## src/rtl/cp0_pkg.sv

```systemverilog
// Shared CP0 definitions: register indices, exception codes and register layouts.
package cp0_pkg;

    localparam int unsigned XLEN = 32;

    localparam logic [4:0] BADVADDR = 5'd8;
    localparam logic [4:0] COUNT    = 5'd9;
    localparam logic [4:0] COMPARE  = 5'd11;
    localparam logic [4:0] STATUS   = 5'd12;
    localparam logic [4:0] CAUSE    = 5'd13;
    localparam logic [4:0] EPC      = 5'd14;
    localparam logic [4:0] PRID     = 5'd15;

    typedef enum logic [4:0] {
        INT  = 5'd0,
        ADEL = 5'd4,
        ADES = 5'd5,
        SYS  = 5'd8,
        BP   = 5'd9,
        RI   = 5'd10,
        OV   = 5'd12
    } exc_code_t;

    typedef struct packed {
        logic [8:0] rsvd31_23;
        logic       bev;
        logic [5:0] rsvd21_16;
        logic [7:0] im;
        logic [5:0] rsvd7_2;
        logic       exl;
        logic       ie;
    } status_t;

    typedef struct packed {
        logic        bd;
        logic        ti;
        logic [13:0] rsvd29_16;
        logic [7:0]  ip;
        logic        rsvd7;
        logic [4:0]  exc_code;
        logic [1:0]  rsvd1_0;
    } cause_t;

    localparam status_t STATUS_RST = status_t'(32'h0040_0000);

    // Restart PC: a delay-slot instruction resumes at its branch.
    function automatic logic [XLEN-1:0] epc_of(input logic [XLEN-1:0] pc, input logic bd);
        return bd ? pc - XLEN'(4) : pc;
    endfunction

endpackage

```

## src/rtl/cp0_timer.sv

```systemverilog
// CP0 timer: prescaled Count, Compare and the sticky timer interrupt.
module cp0_timer
    import cp0_pkg::*;
#(
    parameter int unsigned COUNT_DIV = 2
) (
    input  logic            clk,
    input  logic            resetn,
    input  logic            i_count_we,
    input  logic            i_compare_we,
    input  logic [XLEN-1:0] i_wdata,
    output logic [XLEN-1:0] o_count,
    output logic [XLEN-1:0] o_compare,
    output logic            o_ti
);

    localparam int unsigned PW = (COUNT_DIV > 1) ? $clog2(COUNT_DIV) : 1;

    logic [PW-1:0]   r_presc;
    logic [XLEN-1:0] r_count;
    logic [XLEN-1:0] r_compare;
    logic            r_upd;
    logic            r_ti;
    logic            w_tick;

    assign w_tick = (r_presc == PW'(COUNT_DIV - 1));

    // TI fires only when Count advances onto Compare, so Count==Compare at reset is not a hit.
    always_ff @(posedge clk or negedge resetn) begin : p_timer
        if (!resetn) begin
            r_presc   <= '0;
            r_count   <= '0;
            r_compare <= '0;
            r_upd     <= 1'b0;
            r_ti      <= 1'b0;
        end else begin
            if (i_count_we) begin
                r_count <= i_wdata;
                r_presc <= '0;
            end else if (w_tick) begin
                r_count <= r_count + XLEN'(1);
                r_presc <= '0;
            end else begin
                r_presc <= r_presc + PW'(1);
            end
            r_upd <= w_tick & ~i_count_we;
            if (i_compare_we) begin
                r_compare <= i_wdata;
                r_ti      <= 1'b0;
            end else if (r_upd && (r_count == r_compare)) begin
                r_ti <= 1'b1;
            end
        end
    end

    assign o_count   = r_count;
    assign o_compare = r_compare;
    assign o_ti      = r_ti;

endmodule

```

## src/rtl/cp0_ctrl.sv

```systemverilog
// Commit-stage CP0: interrupt sync, masked mtc0, trap/ERET priority, flush/redirect, mfc0 mux.
module cp0_ctrl
    import cp0_pkg::*;
#(
    parameter int unsigned N_HW_INT    = 6,
    parameter int unsigned COUNT_DIV   = 2,
    parameter int unsigned SYNC_STAGES = 2,
    parameter logic [31:0] EXC_VEC     = 32'hbfc00380,
    parameter logic [31:0] PRID        = 32'h00004220
) (
    input  logic                clk,
    input  logic                resetn,
    input  logic [N_HW_INT-1:0] ext_int,
    input  logic [4:0]          ra,
    output logic [XLEN-1:0]     rdata,
    input  logic                we,
    input  logic [4:0]          wa,
    input  logic [XLEN-1:0]     wdata,
    input  logic                commit_ok,
    input  logic                exc_valid,
    input  exc_code_t           exc_code,
    input  logic [XLEN-1:0]     exc_pc,
    input  logic                exc_bd,
    input  logic [XLEN-1:0]     exc_badv,
    input  logic                eret,
    output logic                flush,
    output logic [XLEN-1:0]     redirect_pc,
    output logic                timer_int
);

    status_t             r_status;
    logic                r_bd;
    logic [4:0]          r_exc_code;
    logic [1:0]          r_ip_sw;
    logic [N_HW_INT-1:0] r_ip_hw;
    logic [XLEN-1:0]     r_epc;
    logic [XLEN-1:0]     r_badv;

    logic [N_HW_INT-1:0] w_ext_sync;
    logic [5:0]          w_ip_hw6;
    logic [7:0]          w_ip;
    cause_t              w_cause;
    logic [XLEN-1:0]     w_count;
    logic [XLEN-1:0]     w_compare;
    logic                w_ti;
    logic                w_int_take;
    logic                w_exc_take;
    logic                w_eret_take;
    logic                w_trap;
    logic                w_we;

    generate
        if (SYNC_STAGES == 0) begin : g_nosync
            assign w_ext_sync = ext_int;
        end else begin : g_sync
            logic [N_HW_INT-1:0] r_sync [SYNC_STAGES];
            always_ff @(posedge clk or negedge resetn) begin : p_sync
                if (!resetn) begin
                    for (int i = 0; i < SYNC_STAGES; i++) r_sync[i] <= '0;
                end else begin
                    r_sync[0] <= ext_int;
                    for (int i = 1; i < SYNC_STAGES; i++) r_sync[i] <= r_sync[i-1];
                end
            end
            assign w_ext_sync = r_sync[SYNC_STAGES-1];
        end
    endgenerate

    // Top hardware line shares IP[7] with the timer; narrower configs leave it to TI alone.
    assign w_ip_hw6 = 6'(r_ip_hw);
    assign w_ip     = {w_ti | w_ip_hw6[5], w_ip_hw6[4:0], r_ip_sw};

    always_comb begin : p_cause
        w_cause          = '0;
        w_cause.bd       = r_bd;
        w_cause.ti       = w_ti;
        w_cause.ip       = w_ip;
        w_cause.exc_code = r_exc_code;
    end

    assign w_int_take  = commit_ok & r_status.ie & ~r_status.exl & (|(w_ip & r_status.im));
    assign w_exc_take  = ~w_int_take & exc_valid;
    assign w_eret_take = ~w_int_take & ~exc_valid & eret;
    assign w_trap      = w_int_take | w_exc_take;
    assign w_we        = we & ~w_trap;

    assign flush       = w_trap | w_eret_take;
    assign redirect_pc = w_eret_take ? r_epc : EXC_VEC;
    assign timer_int   = w_ti;

    cp0_timer #(.COUNT_DIV(COUNT_DIV)) u_timer (
        .clk          (clk),
        .resetn       (resetn),
        .i_count_we   (w_we && (wa == COUNT)),
        .i_compare_we (w_we && (wa == COMPARE)),
        .i_wdata      (wdata),
        .o_count      (w_count),
        .o_compare    (w_compare),
        .o_ti         (w_ti)
    );

    // mtc0 first, then trap/ERET side effects so EXL updates take precedence.
    always_ff @(posedge clk or negedge resetn) begin : p_regs
        if (!resetn) begin
            r_status   <= STATUS_RST;
            r_bd       <= 1'b0;
            r_exc_code <= '0;
            r_ip_sw    <= '0;
            r_ip_hw    <= '0;
            r_epc      <= '0;
            r_badv     <= '0;
        end else begin
            r_ip_hw <= w_ext_sync;
            if (w_we) begin
                case (wa)
                    STATUS: begin
                        r_status.im  <= wdata[15:8];
                        r_status.exl <= wdata[1];
                        r_status.ie  <= wdata[0];
                    end
                    CAUSE:   r_ip_sw <= wdata[9:8];
                    EPC:     r_epc   <= wdata;
                    default: ;
                endcase
            end
            if (w_trap) begin
                r_exc_code <= w_int_take ? 5'(INT) : 5'(exc_code);
                if (!r_status.exl) begin
                    r_epc <= epc_of(exc_pc, exc_bd);
                    r_bd  <= exc_bd;
                end
                r_status.exl <= 1'b1;
                if (w_exc_take && (exc_code == ADEL || exc_code == ADES)) r_badv <= exc_badv;
            end else if (w_eret_take) begin
                r_status.exl <= 1'b0;
            end
        end
    end

    always_comb begin : p_rdata
        rdata = '0;
        case (ra)
            BADVADDR:       rdata = r_badv;
            COUNT:          rdata = w_count;
            COMPARE:        rdata = w_compare;
            STATUS:         rdata = r_status;
            CAUSE:          rdata = w_cause;
            EPC:            rdata = r_epc;
            cp0_pkg::PRID:  rdata = PRID;
            default:        rdata = '0;
        endcase
    end

endmodule

```

## config.mk

```make
export PLATFORM = sky130hd
export DESIGN_NAME = cp0_ctrl
export DESIGN_NICKNAME = d
export VERILOG_FILES = /design/src/rtl/cp0_pkg.sv /design/src/rtl/cp0_timer.sv /design/src/rtl/cp0_ctrl.sv
export SDC_FILE = /design/constraint.sdc
export NUM_CORES = 1
export LEC_CHECK = 0
export CORE_MARGIN = 2
export CORE_UTILIZATION = 35
export CTS_BUF_LIST = sky130_fd_sc_hd__clkbuf_4 sky130_fd_sc_hd__clkbuf_8 sky130_fd_sc_hd__clkbuf_16
export CTS_CLUSTER_SIZE = 25
export DETAILED_ROUTE_END_ITERATION = 6
export SETUP_SLACK_MARGIN = 0.02
export SLEW_MARGIN = 25
export SYNTH_ARGS = -nofsm -noshare
export SYNTH_HDL_FRONTEND = slang
export SYNTH_SLANG_ARGS = --single-unit
```

## constraint.sdc

```tcl
create_clock -name clk -period 2.4 [get_ports clk]
set_input_delay 0.48 -clock clk [delete_from_list [all_inputs] [get_ports clk]]
set_output_delay 0.48 -clock clk [all_outputs]
set_load 0.1 [all_outputs]
```

After elaboration in Yosys (flattened, before gate mapping)
Index checks and enable logic that the tools add are counted.

Register bits after elaboration: 167. Bits of input ports: 124. Output and inout port bits: 66.

Add/sub/neg operators: 3. Equality and inequality tests: 15. Mux-type cells: 18. Bitwise gates (word level): 17. Reduce and logical (&&, ||, !) cells: 15.

Operators with widths (number): 32-bit two-way mux (8); 32-bit case mux with 7 select lines (1); 5-bit by 4-bit equality test with 1-bit output (second input constant) (12); 32-bit by 1-bit adder with 32-bit output (second input constant) (1); 32-bit equality test (1); 32-bit by 3-bit subtractor with 32-bit output (second input constant) (1); 5-bit by 3-bit equality test with 1-bit output (second input constant) (2); 2-bit AND reduction (5); 1-bit AND (8); 8-bit AND (1); 8-bit OR reduction (1); 1-bit two-way mux (6); 3-bit nonzero test (2); 5-bit two-way mux (1); 1-bit NOT (5); 1-bit logical AND (4); 2-bit two-way mux (2); 2-bit nonzero test (2); 1-bit OR (3); 1-bit adder (second input constant) (1); 1-bit logical OR (1).

Depth between registers and ports, before layout
Depth after elaboration: 12. Depth in mapped cells: 9. Mapped depth without buffers: 7.

Cells and area by module
Synthesis repeated with hierarchy kept, for this count alone.

Cell total of the unflattened synthesis: 816. Area, all modules: 9066.2 µm².

Modules (own cells, without submodules): cp0_ctrl (times used 1, cells each 498, area each 5609.1 µm², seq. area each 2502.4 µm²); cp0_timer (times used 1, cells each 318, area each 3457.1 µm², seq. area each 1676.6 µm²).

Worst setup path after synthesis
Ideal clock, no wire load.

Path kind: flip-flop to output port. Start: register u_timer.r_ti (netlist: u_timer.o_ti). End: output port redirect_pc[22]. Arrival time: 2.728 ns. Slack: -0.808 ns. Cell stages (with the launch flop): 7. Cell sequence: dfrtp_1 o21ai_0 and3_1 a211o_1 and3_1 clkbuf_1 nand2b_1.

Longest elaborated chain between the ends: 8.

Ends and longest elaborated chain: from (decl) (line cp0_timer.sv:23) `logic r_ti;`; from (signal assigned) (line cp0_timer.sv:35) `r_ti <= 1'b0;`; from (signal assigned) (line cp0_timer.sv:49) `r_ti <= 1'b0;`; from (signal assigned) (line cp0_timer.sv:51) `r_ti <= 1'b1;`; 1-bit OR (line cp0_ctrl.sv:71) `assign w_ip = {w_ti | w_ip_hw6[5], w_ip_hw6[4:0], r_ip_sw};`; 8-bit AND (line cp0_ctrl.sv:81) `assign w_int_take = commit_ok & r_status.ie & ~r_status.exl & (|(w_ip & r_status.im));`; 8-bit OR reduction (line cp0_ctrl.sv:81); 1-bit AND (line cp0_ctrl.sv:81); 1-bit NOT (line cp0_ctrl.sv:83) `assign w_eret_take = ~w_int_take & ~exc_valid & eret;`; 1-bit AND (2 in a row) (line cp0_ctrl.sv:83); 32-bit two-way mux (line cp0_ctrl.sv:88) `assign redirect_pc = w_eret_take ? r_epc : EXC_VEC;`; to (decl) (line cp0_ctrl.sv:27) `output logic [XLEN-1:0] redirect_pc,`.

Every way passes these cells.

Worst setup path in the final report
Start: register u_timer.r_ti (netlist: u_timer.o_ti). End: output port redirect_pc[21].

Same word-level chain as after synthesis.

==> results.md <==
- Total GRT Usage: about a quarter
- Slew headroom: between 60% and 70%
- Arrival time worst endpoint: ~2300 ps
- Sw Pwr: 3.30 mW
- Outcome: complete, but fails checks
- I/O pin total: 190
- First-pass GRT wire length: ~48 mm
- Die H: ~160 µm
- CTS tree: yes
- Total CTS buffers: 17
- CP Capture Type: output pin
- Net count reported at finish: between 1,000 and 1,500
- Commonest cells in the netlist: dfrtp_1, nand2_1, mux2_2
- Comb power frac: a little under a third
- Worst path max stage delay: around 500 ps
- Worst-path clk slew: roughly 70 ps
- Tmin final: 2740 ps
- Worst R2R Start: u_timer.o_ti
- CTS Root Cell: clkbuf_16
- Post-Syn Instances: between 800 and 900
- # DRC: 0
- Synth area leaders: dfrtp_1, mux2_2, mux2i_1, xor2_1, nand2_1
- Clock Sinks: around 170
- Synth warn: 22
- WS Path Type: flop to output pin
- Layout cells sized above 1: 36.4%
- Die area: 0.0272 mm²
- Total power: approximately 9.7 mW
- Unique masters post-synth: between 40 and 50
- Pint: around 6.4 mW
- Yosys top cell by area: dfrtp_1
- CP Launch Type: flop
- Clock skew: roughly 12 ps
- DP Wirelength: roughly 23 mm
- Syn Nets: slightly below 1,000
- Largest net degree at the start of global routing: between 50 and 60
- Worst Path Buf+Inv: 2
- Clk pwr share: 29.8%
- MaxCap Viol Count: 0
- Worst vdd ir: about 0.4 mV
- Final setup margin: -344 ps
- Initial drt markers: about 620
- Initial Util: between 30 and 40%
- Max Slew Vio Count: 0
- Ys async rst share: 100%
- Sw Share: 34.0%
- Syn Area/Cell: 10.5 µm²
- Initial antenna violation count: 3
- Sequential share of the synthesized area: a little under half
- Setup Viol. Count Final: 47
- Worst path cell trace: o21ai_1 -> and3_4 -> a211o_1 -> and3_4 -> buf_12 -> and2_4 -> buf_12
- DR WL/cell: around 21 µm
- Core area: roughly 0.025 mm²
- Detailed-route via count: between 7,000 and 8,000
- Failing checks: setup timing
- Top_reg_cell synth: dfrtp_1
- Final WL: about 31 mm
- RSZ-0062 raised after global routing: true
- DR pass1 iterations: 5
- Row count: 58
- Endpoints failing hold: 0
- CP delay by family, top: simple AND/OR/NAND/NOR gates
- Post-DRT Antenna Nets: 0
- Die span in x: between 150 and 200 µm
- Area of the mapped netlist: ~0.0091 mm²
- Post-synthesis register bit count: between 150 and 200
- Final period utilization: 114%
- Pleak: between 6 and 7 nW
- Fill count: 2,135
- CP max-delay cell: dfrtp_4
- Worst hold path type: input pin to async pin
- Dpl ws: -453 ps
- Reg2Reg Setup Slack: between 100 and 150 ps
- PortBufs: 189
- Final RePlAce weighted congestion: roughly 0.92
- Fraction of post-synthesis cell area in the top cell type by area: a little under half
- Number of global-route vias before repair: 8,065
- H-tree depth: 4
- P per Cell Area: a little under 700 mW/mm²
- Maximum clock rate: 364 MHz
- Crit path required time: 1920 ps
- Critical Path Fanout Max: 16
- Crit path from: u_timer.o_ti
- CTS Hold Bufs: 0
- Area Growth Syn to Fin: 56.7%
- Count leader, synth: dfrtp_1
- Sequential power share: 40.1%
- Overflow after GRT: 0
- Clock Path Buffers: 2
- Worst-Margin Slew: between 500 and 600 ps
- Vias per cell: slightly above 5
- Number of synthesized flops with an enable pin: 0
- Clk_lat worst skew: roughly 440 ps
-- path summary, 6_finish.rpt --
path	end	cells after the start
setup reg to reg	u_timer.o_count[3]	6
hold / removal	r_badv[19]	1
min in group clk	w_ext_sync[5]	0
max in group asynchronous	r_epc[16]	2
setup / recovery	redirect_pc[21]	7
hold reg to reg	w_ext_sync[5]	0
-- stage by stage --
stage | TNS [ps] | utilization [%] | std cells | cell area, µm² | hold slack, ps
3_3_place_gp | -21650 | 52.1 | 1438 | 13200 | 335
6_report | -10500 | 56.0 | 1487 | 14200 | 1.36
5_1_grt | -13600 | 56.0 | 1486 | 14200 | 26.1
2_1_floorplan | -658 | - | 863 | 9440 | 184
4_1_cts | -10670 | 55.6 | 1482 | 14100 | 16.3
3_5_place_dp | -21130 | 52.1 | 1438 | 13200 | 336
-- metal layers --
metal / track usage (%) / share of wire, % / wire (µm)
met1: 32.0 / 44 / 13800
met2: 38.4 / 47 / 14800
met3: 5.63 / 6.7 / 2090
met4: 5.77 / 1.3 / 414
met5: 0 / 0.096 / 30
-- what timing repair did --
item | 4_1_cts | 5_1_grt
gates cloned | 2 | 0
setup buffers | 14 | 5
setup endpoints to repair | 65 | 64
pin swaps | 26 | 16
gates resized for setup | 58 | 15
-- layout make-up --
type | count | area (µm²) | area share, %
antenna | 1 | 2.50 | 0.0176
tap | 330 | 413 | 2.91
multi-input combinational | 628 | 5090 | 35.9
clock buffer | 18 | 439 | 3.09
timing repair buffer | 318 | 3840 | 27.1
clock inverter | 13 | 171 | 1.21
inverter | 12 | 45.0 | 0.317
sequential | 167 | 4180 | 29.5
-- sequential cells by signal, indices dropped and copies added, names as in the netlist, 2 cells and up --
name / cells
r_status: 10
r_ip_hw: 6
r_epc: 32
g_sync.r_sync: 6
u_timer.o_count: 32
w_ext_sync: 6
r_ip_sw: 2
u_timer.o_compare: 32
r_exc_code: 5
r_badv: 32
-- cell usage in the layout (no fill, tap or decap), types with 14 or more instances in the layout --
cell type	n
clkbuf_16	17
xor2_1	54
mux2_2	80
buf_6	14
o21ai_0	61
a22o_2	14
nor2_1	31
buf_12	85
mux2i_1	65
and2_4	21
clkdlybuf4s50_1	117
buf_4	95
xnor2_1	37
nand2_1	94
dfrtp_1	166
a22oi_2	16
nor3_1	15
-- logic make-up after synthesis --
logic type | synth area share, %
AO/OA/AOI/OAI | 9.54
XOR/XNOR | 8.80
adder cells (fa/ha/maj) | 0.276
buffers and inverters | 3.29
flip-flops | 46.1
multiplexers | 17.1
AND/OR/NAND/NOR | 14.8
-- power groups by stage --
stage / clock [mW] / sequential, mW / combinational [mW]
final: 2.89 / 3.88 / 2.92
after global routing: 3.05 / 3.94 / 3.11
after CTS: 2.92 / 3.86 / 2.90
after detailed placement: 0 / 3.89 / 2.84
after global placement: 0 / 3.89 / 2.81
after floorplan: 0 / 3.75 / 1.69
Power figures use the tool's default switching activity.
